File: src/rtl/mem_port_arbiter_if.sv
// Bundle of the requester-side and memory-side signals around mem_port_arbiter.
// The arbiter uses the slave modport; the caches/prefetcher/memory side uses master.
interface mem_port_arbiter_if;
  localparam int unsigned ADDR_W = 32;
  localparam int unsigned DATA_W = 64;
  localparam int unsigned TAG_W  = 4;
  localparam int unsigned CMD_W  = 2;

  logic              dc_req;
  logic              ic_req;
  logic              pf_req;
  logic [CMD_W-1:0]  dc_cmd;
  logic [ADDR_W-1:0] dc_addr;
  logic [ADDR_W-1:0] ic_addr;
  logic [ADDR_W-1:0] pf_addr;
  logic [DATA_W-1:0] dc_wdata;
  logic              pf_flush;

  logic [TAG_W-1:0]  mem2proc_response;
  logic [TAG_W-1:0]  mem2proc_tag;
  logic [DATA_W-1:0] mem2proc_data;

  logic [CMD_W-1:0]  proc2mem_command;
  logic [ADDR_W-1:0] proc2mem_addr;
  logic [DATA_W-1:0] proc2mem_data;

  logic              dc_gnt;
  logic              ic_gnt;
  logic              pf_gnt;
  logic [TAG_W-1:0]  dc_rtag;
  logic [TAG_W-1:0]  ic_rtag;
  logic [TAG_W-1:0]  pf_rtag;
  logic              dc_rvalid;
  logic              ic_rvalid;
  logic              pf_rvalid;
  logic [DATA_W-1:0] ret_data;
  logic [TAG_W-1:0]  ret_tag;
  logic [TAG_W-1:0]  outstanding;

  modport slave (
    input  dc_req, ic_req, pf_req, dc_cmd, dc_addr, ic_addr, pf_addr, dc_wdata, pf_flush,
    input  mem2proc_response, mem2proc_tag, mem2proc_data,
    output proc2mem_command, proc2mem_addr, proc2mem_data,
    output dc_gnt, ic_gnt, pf_gnt, dc_rtag, ic_rtag, pf_rtag,
    output dc_rvalid, ic_rvalid, pf_rvalid, ret_data, ret_tag, outstanding
  );

  modport master (
    output dc_req, ic_req, pf_req, dc_cmd, dc_addr, ic_addr, pf_addr, dc_wdata, pf_flush,
    output mem2proc_response, mem2proc_tag, mem2proc_data,
    input  proc2mem_command, proc2mem_addr, proc2mem_data,
    input  dc_gnt, ic_gnt, pf_gnt, dc_rtag, ic_rtag, pf_rtag,
    input  dc_rvalid, ic_rvalid, pf_rvalid, ret_data, ret_tag, outstanding
  );
endinterface

File: src/rtl/mem_port_arbiter.sv
// Shares one tagged memory port between Dcache, Icache and prefetcher; tracks load-tag owners
// and routes returns. Optional feature macro: MEM_ARB_PF_DROP_EN (drop squashed prefetch returns).
module mem_port_arbiter #(
  parameter int unsigned NUM_TAGS     = 16,
  parameter int unsigned MAX_OUTSTAND = 12,
  parameter int unsigned STARVE_LIMIT = 8
) (
  input logic             clock,
  input logic             reset,
  mem_port_arbiter_if.slave bus
);
  localparam int unsigned TAG_W  = $clog2(NUM_TAGS);
  localparam int unsigned CNT_W  = TAG_W;
  localparam int unsigned STV_W  = $clog2(STARVE_LIMIT + 1);
  localparam int unsigned ADDR_W = 32;
  localparam int unsigned DATA_W = 64;

  localparam logic [1:0] BUS_NONE  = 2'd0;
  localparam logic [1:0] BUS_LOAD  = 2'd1;
  localparam logic [1:0] BUS_STORE = 2'd2;

  typedef enum logic [1:0] {SEL_NONE, SEL_DC, SEL_IC, SEL_PF} sel_e;

  logic [NUM_TAGS-1:0] tbl_valid;
  sel_e                tbl_owner [NUM_TAGS];
`ifdef MEM_ARB_PF_DROP_EN
  logic [NUM_TAGS-1:0] tbl_drop;
`endif
  logic [CNT_W-1:0]    out_cnt;
  logic [STV_W-1:0]    starve_cnt;

  sel_e       sel;
  sel_e       ret_owner;
  logic       stall;
  logic       dc_load;
  logic       dc_store;
  logic       pf_forced;
  logic       accept;
  logic       load_acc;
  logic       ret_hit;
  logic       ret_deliver;
  logic [TAG_W-1:0] resp_tag;
  logic [TAG_W-1:0] ret_idx;

  assign resp_tag  = bus.mem2proc_response;
  assign ret_idx   = bus.mem2proc_tag;
  assign stall     = (out_cnt == CNT_W'(MAX_OUTSTAND));
  assign dc_load   = (bus.dc_cmd == BUS_LOAD);
  assign dc_store  = (bus.dc_cmd == BUS_STORE);
  assign pf_forced = (starve_cnt == STV_W'(STARVE_LIMIT));

  // Requester selection: Dcache first, then a starved prefetch, then Icache, then prefetch.
  always_comb begin
    sel = SEL_NONE;
    if (reset) begin
      sel = SEL_NONE;
    end else if (bus.dc_req && (dc_store || (dc_load && !stall))) begin
      sel = SEL_DC;
    end else if (!stall && bus.pf_req && pf_forced) begin
      sel = SEL_PF;
    end else if (!stall && bus.ic_req) begin
      sel = SEL_IC;
    end else if (!stall && bus.pf_req) begin
      sel = SEL_PF;
    end
  end

  assign accept    = (sel != SEL_NONE) && (resp_tag != '0);
  assign load_acc  = accept && !((sel == SEL_DC) && dc_store);
  assign ret_hit   = !reset && (ret_idx != '0) && tbl_valid[ret_idx];
  assign ret_owner = tbl_owner[ret_idx];

`ifdef MEM_ARB_PF_DROP_EN
  assign ret_deliver = ret_hit && !tbl_drop[ret_idx];
`else
  logic unused_pf_flush;
  assign unused_pf_flush = bus.pf_flush;
  assign ret_deliver     = ret_hit;
`endif

  // Memory command, grants, accepted tags and return routing.
  always_comb begin
    bus.proc2mem_command = BUS_NONE;
    bus.proc2mem_addr    = '0;
    bus.proc2mem_data    = '0;
    bus.dc_gnt           = 1'b0;
    bus.ic_gnt           = 1'b0;
    bus.pf_gnt           = 1'b0;
    bus.dc_rtag          = '0;
    bus.ic_rtag          = '0;
    bus.pf_rtag          = '0;
    bus.dc_rvalid        = 1'b0;
    bus.ic_rvalid        = 1'b0;
    bus.pf_rvalid        = 1'b0;
    case (sel)
      SEL_DC: begin
        bus.proc2mem_command = bus.dc_cmd;
        bus.proc2mem_addr    = bus.dc_addr;
        bus.proc2mem_data    = bus.dc_wdata;
      end
      SEL_IC: begin
        bus.proc2mem_command = BUS_LOAD;
        bus.proc2mem_addr    = bus.ic_addr;
      end
      SEL_PF: begin
        bus.proc2mem_command = BUS_LOAD;
        bus.proc2mem_addr    = bus.pf_addr;
      end
      default: begin
        bus.proc2mem_command = BUS_NONE;
        bus.proc2mem_addr    = ADDR_W'(0);
        bus.proc2mem_data    = DATA_W'(0);
      end
    endcase
    if (accept) begin
      case (sel)
        SEL_DC:  begin bus.dc_gnt = 1'b1; bus.dc_rtag = resp_tag; end
        SEL_IC:  begin bus.ic_gnt = 1'b1; bus.ic_rtag = resp_tag; end
        SEL_PF:  begin bus.pf_gnt = 1'b1; bus.pf_rtag = resp_tag; end
        default: ;
      endcase
    end
    if (ret_deliver) begin
      case (ret_owner)
        SEL_DC:  bus.dc_rvalid = 1'b1;
        SEL_IC:  bus.ic_rvalid = 1'b1;
        SEL_PF:  bus.pf_rvalid = 1'b1;
        default: ;
      endcase
    end
  end

  assign bus.ret_data    = bus.mem2proc_data;
  assign bus.ret_tag     = bus.mem2proc_tag;
  assign bus.outstanding = out_cnt;

  // In-flight load count: accept and return in the same cycle cancel out.
  always_ff @(posedge clock) begin
    if (reset) begin
      out_cnt <= '0;
    end else begin
      out_cnt <= out_cnt + CNT_W'(load_acc) - CNT_W'(ret_hit);
    end
  end

  // Prefetch starvation counter, saturating at the force threshold.
  always_ff @(posedge clock) begin
    if (reset) begin
      starve_cnt <= '0;
    end else if (!bus.pf_req || (accept && (sel == SEL_PF))) begin
      starve_cnt <= '0;
    end else if ((sel != SEL_PF) && !pf_forced) begin
      starve_cnt <= starve_cnt + STV_W'(1);
    end
  end

  // Tag table: flush marks, then return clear, then new allocation (later writes win).
  always_ff @(posedge clock) begin
    if (reset) begin
      tbl_valid <= '0;
`ifdef MEM_ARB_PF_DROP_EN
      tbl_drop  <= '0;
`endif
      for (int unsigned i = 0; i < NUM_TAGS; i++) begin
        tbl_owner[i] <= SEL_NONE;
      end
    end else begin
`ifdef MEM_ARB_PF_DROP_EN
      for (int unsigned i = 1; i < NUM_TAGS; i++) begin
        if (bus.pf_flush && tbl_valid[i] && (tbl_owner[i] == SEL_PF)) begin
          tbl_drop[i] <= 1'b1;
        end
      end
`endif
      if (ret_hit) begin
        tbl_valid[ret_idx] <= 1'b0;
`ifdef MEM_ARB_PF_DROP_EN
        tbl_drop[ret_idx]  <= 1'b0;
`endif
      end
      if (load_acc) begin
        tbl_valid[resp_tag] <= 1'b1;
        tbl_owner[resp_tag] <= sel;
`ifdef MEM_ARB_PF_DROP_EN
        tbl_drop[resp_tag]  <= 1'b0;
`endif
      end
    end
  end
endmodule

File: src/flat_wrapper.sv
// flat-port wrapper written by rule: the top's interface ports become plain ports
module mem_port_arbiter_flat 
#(
  parameter int unsigned NUM_TAGS     = 16,
  parameter int unsigned MAX_OUTSTAND = 12,
  parameter int unsigned STARVE_LIMIT = 8
)
  (clock, reset, bus_dc_req, bus_ic_req, bus_pf_req, bus_dc_cmd, bus_dc_addr, bus_ic_addr, bus_pf_addr, bus_dc_wdata, bus_pf_flush, bus_mem2proc_response, bus_mem2proc_tag, bus_mem2proc_data, bus_proc2mem_command, bus_proc2mem_addr, bus_proc2mem_data, bus_dc_gnt, bus_ic_gnt, bus_pf_gnt, bus_dc_rtag, bus_ic_rtag, bus_pf_rtag, bus_dc_rvalid, bus_ic_rvalid, bus_pf_rvalid, bus_ret_data, bus_ret_tag, bus_outstanding);
  mem_port_arbiter_if bus_i ();
  input logic clock;
  input logic reset;
  input wire logic [$bits(bus_i.dc_req)-1:0] bus_dc_req;
  input wire logic [$bits(bus_i.ic_req)-1:0] bus_ic_req;
  input wire logic [$bits(bus_i.pf_req)-1:0] bus_pf_req;
  input wire logic [$bits(bus_i.dc_cmd)-1:0] bus_dc_cmd;
  input wire logic [$bits(bus_i.dc_addr)-1:0] bus_dc_addr;
  input wire logic [$bits(bus_i.ic_addr)-1:0] bus_ic_addr;
  input wire logic [$bits(bus_i.pf_addr)-1:0] bus_pf_addr;
  input wire logic [$bits(bus_i.dc_wdata)-1:0] bus_dc_wdata;
  input wire logic [$bits(bus_i.pf_flush)-1:0] bus_pf_flush;
  input wire logic [$bits(bus_i.mem2proc_response)-1:0] bus_mem2proc_response;
  input wire logic [$bits(bus_i.mem2proc_tag)-1:0] bus_mem2proc_tag;
  input wire logic [$bits(bus_i.mem2proc_data)-1:0] bus_mem2proc_data;
  output wire logic [$bits(bus_i.proc2mem_command)-1:0] bus_proc2mem_command;
  output wire logic [$bits(bus_i.proc2mem_addr)-1:0] bus_proc2mem_addr;
  output wire logic [$bits(bus_i.proc2mem_data)-1:0] bus_proc2mem_data;
  output wire logic [$bits(bus_i.dc_gnt)-1:0] bus_dc_gnt;
  output wire logic [$bits(bus_i.ic_gnt)-1:0] bus_ic_gnt;
  output wire logic [$bits(bus_i.pf_gnt)-1:0] bus_pf_gnt;
  output wire logic [$bits(bus_i.dc_rtag)-1:0] bus_dc_rtag;
  output wire logic [$bits(bus_i.ic_rtag)-1:0] bus_ic_rtag;
  output wire logic [$bits(bus_i.pf_rtag)-1:0] bus_pf_rtag;
  output wire logic [$bits(bus_i.dc_rvalid)-1:0] bus_dc_rvalid;
  output wire logic [$bits(bus_i.ic_rvalid)-1:0] bus_ic_rvalid;
  output wire logic [$bits(bus_i.pf_rvalid)-1:0] bus_pf_rvalid;
  output wire logic [$bits(bus_i.ret_data)-1:0] bus_ret_data;
  output wire logic [$bits(bus_i.ret_tag)-1:0] bus_ret_tag;
  output wire logic [$bits(bus_i.outstanding)-1:0] bus_outstanding;
  assign bus_i.dc_req = bus_dc_req;
  assign bus_i.ic_req = bus_ic_req;
  assign bus_i.pf_req = bus_pf_req;
  assign bus_i.dc_cmd = bus_dc_cmd;
  assign bus_i.dc_addr = bus_dc_addr;
  assign bus_i.ic_addr = bus_ic_addr;
  assign bus_i.pf_addr = bus_pf_addr;
  assign bus_i.dc_wdata = bus_dc_wdata;
  assign bus_i.pf_flush = bus_pf_flush;
  assign bus_i.mem2proc_response = bus_mem2proc_response;
  assign bus_i.mem2proc_tag = bus_mem2proc_tag;
  assign bus_i.mem2proc_data = bus_mem2proc_data;
  assign bus_proc2mem_command = bus_i.proc2mem_command;
  assign bus_proc2mem_addr = bus_i.proc2mem_addr;
  assign bus_proc2mem_data = bus_i.proc2mem_data;
  assign bus_dc_gnt = bus_i.dc_gnt;
  assign bus_ic_gnt = bus_i.ic_gnt;
  assign bus_pf_gnt = bus_i.pf_gnt;
  assign bus_dc_rtag = bus_i.dc_rtag;
  assign bus_ic_rtag = bus_i.ic_rtag;
  assign bus_pf_rtag = bus_i.pf_rtag;
  assign bus_dc_rvalid = bus_i.dc_rvalid;
  assign bus_ic_rvalid = bus_i.ic_rvalid;
  assign bus_pf_rvalid = bus_i.pf_rvalid;
  assign bus_ret_data = bus_i.ret_data;
  assign bus_ret_tag = bus_i.ret_tag;
  assign bus_outstanding = bus_i.outstanding;
  mem_port_arbiter #(.NUM_TAGS(NUM_TAGS), .MAX_OUTSTAND(MAX_OUTSTAND), .STARVE_LIMIT(STARVE_LIMIT)) u_core (.clock(clock), .reset(reset), .bus(bus_i));
endmodule
File: config.mk
export PLATFORM = sky130hd
export DESIGN_NAME = mem_port_arbiter_flat
export DESIGN_NICKNAME = d
export VERILOG_FILES = /design/src/rtl/mem_port_arbiter_if.sv /design/src/rtl/mem_port_arbiter.sv /design/src/flat_wrapper.sv
export SDC_FILE = /design/constraint.sdc
export NUM_CORES = 1
export LEC_CHECK = 0
export ABC_AREA = 1
export BUFFER_PORTS_ARGS = -buffer_cell sky130_fd_sc_hd__buf_2
export CORE_AREA = 8 8 159 161
export DETAILED_ROUTE_END_ITERATION = 8
export DIE_AREA = 0 0 167 169
export GPL_TIMING_DRIVEN = 0
export SYNTH_ARGS = -nofsm -noshare
export SYNTH_HDL_FRONTEND = slang
export SYNTH_SLANG_ARGS = --single-unit
File: constraint.sdc
create_clock -name clock -period 5.13 [get_ports clock]
set_input_delay 1.2825 -clock clock [delete_from_list [all_inputs] [get_ports clock]]
set_output_delay 1.2825 -clock clock [all_outputs]
set_load 0.02 [all_outputs]
==> summary.md <==
| Metric | Value |
|---|---|
| Final WL | `22,700 um` |
| Die Area | `28,200 um^2` |
| Area Growth Syn to Fin | `46.4%` |
| Final HPWL DP | `20,200 um` |
| Max-Cap Viols | `0` |
| # fillers | `2,521` |
| CP startpoint | `bus_mem2proc_tag[0]` |
| Hold-fix buffers at CTS | `0` |
| IO Port Bufs | `361` |
| Critical Path Start Type | `input pin` |
| Post-synth EDFFs | `32` |
| Avg Synthesized Cell Area | `6.33 um^2` |
| Vias in the first global route | `5,861` |
| WP data required | `3850 ps` |
| Tot GR Track Use | `0.150` |
| DR pass1 iterations | `4` |
| Core footprint | `22,900 um^2` |
| Initial DRC Count | `362` |
| IO Pins | `428` |
| Worst endpoint data arrival time | `2980 ps` |
| Ys async rst share | `0` |
| Hold Path Class | `flip-flop to flip-flop` |
| Main area contributors after synthesis | `edfxtp_1 19%, nand2_1 19%, nor2_1 12%` |
| GRT Residual Overflow | `0` |
| Crit Path Max Fanout | `10` |
| Pleak | `4.31 nW` |
| # placed instances | `1,446` |
| Clk Latency, worst-skew pair | `300 ps` |
| Post-synth top area share | `0.191` |
| Most frequent cells in the layout | `366 x buf_2, 254 x nand2_1, 157 x nor2_1` |
| Worst Min Path Start | `u_core.tbl_valid[0]` |
| Placer's final routability congestion estimate | `0.852` |
| CTS resizes | `0` |
| Post-CTS setup buffers | `0` |
| Final Critical Period | `4260 ps` |
| Tcrit/Tclk final | `0.830` |
| Post-synthesis register bit count | `56` |
| Synth cell types | `34` |
| Pin count of the biggest net entering global routing | `20` |
| Max Freq | `0.235 GHz` |
| CTS H-tree depth | `2` |
| Yosys warning count | `0` |
| Post-synthesis sequential area ratio | `0.287` |
| Max clock buf depth | `2` |
| DR WL/cell | `15.6 um` |
| Fin Setup TNS | `0 ps` |
| Clock skew | `9.14 ps` |
| Cell Rows | `56` |
| Ys flop type | `edfxtp_1` |
| Type of the worst setup path | `input pin to output pin` |
| Initial antenna violation count | `5` |
| Nets | `1,411` |
| Cells after synthesis | `794` |
| CTS root buf | `clkbuf_16` |
| Final setup fails | `0` |
| Final ANT Viol Nets | `0` |
| Status | `finished clean` |
| Max IR drop VDD | `0.000120 V` |
| Reg clk slew, reported paths | `80 ps` |
| Most common cell after layout, fill and taps aside | `buf_2` |
| Drt drc | `0` |
| Die Ht | `169 um` |
| Pwr dens | `198 nW/um^2` |
| CP Capture Type | `output pin` |
| Slew HR | `0.569` |
| Die X | `167 um` |
| Inserted Clock Buffers | `5` |
| Initial core utilization | `0.219` |
| Via count | `5,880` |
| Slew Viols, Final | `0` |
| Reg2reg start | `u_core.starve_cnt[0]` |
| Least-Margin Pin Slew | `646 ps` |
| RSZ-0062 raised after global routing | `no` |
| Cell Count, Final, Fillers Out | `1,456` |
| Via density | `4.04` |
| Synthesized area | `5030 um^2` |
| Fraction of layout cells with a size suffix above 1 | `0.418` |
| CTS tree | `done` |
| Final Hold Viols | `0` |
| Cell taking the most area after synthesis | `edfxtp_1` |
| Clk sinks | `56` |
| Global-route wire length before repair | `33,700 um` |
## through the flow
step	hold WS [ps]	power [mW]	instance area, um^2	utilization	setup WS, ps
finish	428	1.46	7360	0.321	871
global route	470	1.53	7360	0.321	704
CTS	429	1.47	7350	0.321	827
detailed placement	416	1.11	7200	0.314	829
global placement	413	1.11	7200	0.314	740
floorplan	403	0.882	5030	-	1370
## power breakdown
group / total [mW] / switching (mW) / internal [mW]
sequential: 0.515 / 0.0141 / 0.501
combinational: 0.581 / 0.363 / 0.218
clock: 0.361 / 0.175 / 0.186
## cells in the mapped netlist, types with 5 or more instances
master    instances
inv_2             6
dfxtp_1          24
nand3_1          52
a21oi_1           6
inv_1           105
nor2_1          157
nand4_1          15
buf_2             5
clkbuf_1          7
edfxtp_1         32
nand2_2           5
nand2_1         254
buf_4            73
nand4_4           9
ha_1              7
buf_1             8
## path summary, 6_finish.rpt
kind	end	slack (ps)	cells past startpoint
max reg2reg	u_core.bus.outstanding[2]	2430	15
max	bus_ic_rvalid	870	12
min reg2reg	u_core.tbl_valid[0]	430	2
min	u_core.tbl_valid[0]	430	2
## sequential cells by signal, summed over array words and instances (netlist names)
| register | flops |
|---|---|
| u_core.bus.outstanding | 4 |
| u_core.tbl_valid | 16 |
| u_core.tbl_owner | 32 |
| u_core.starve_cnt | 4 |
## final cells by class
type	count	area (um^2)	share of cell area
Multi-Input combinational cell	529	2490	0.338
Timing Repair Buffer	361	1810	0.245
Sequential cell	56	1440	0.196
Buffer	96	672	0.0913
Inverter	114	433	0.0588
Tap cell	290	363	0.0493
Clock buffer	5	125	0.0170
Clock inverter	3	27.5	0.00374
Antenna cell	2	5.00	0.000680
## critical path, cell delays in order
cell and delay, ps:
buf_2 140, buf_4 180, nor2_2 400, nand2_1 110, nand4_1 110, nand2_1 60
nand2_1 130, inv_1 50, nand2_1 70, nand2_1 50, nor2_1 180, buf_2 210
## per-layer routing
layer / track usage / wire length, um
met1: 0.173 / 9190
met3: 0.0447 / 1680
met5: 0 / 22
met2: 0.266 / 11300
met4: 0.0431 / 535
## kinds of logic (layout without fill, tap and decap cells)
logic type	after synthesis	after routing	share of synthesized area
xor gates and xnor gates	3	3	0.00523
adders and majority gates	8	8	0.0214
and+or+nand+nor	505	505	0.452
AOI/OAI and AO/OA	11	11	0.0144
other	1	4	0.000746
DFF	56	56	0.287
buffers and inverters	210	579	0.220
(Power assumes the default switching activity.)
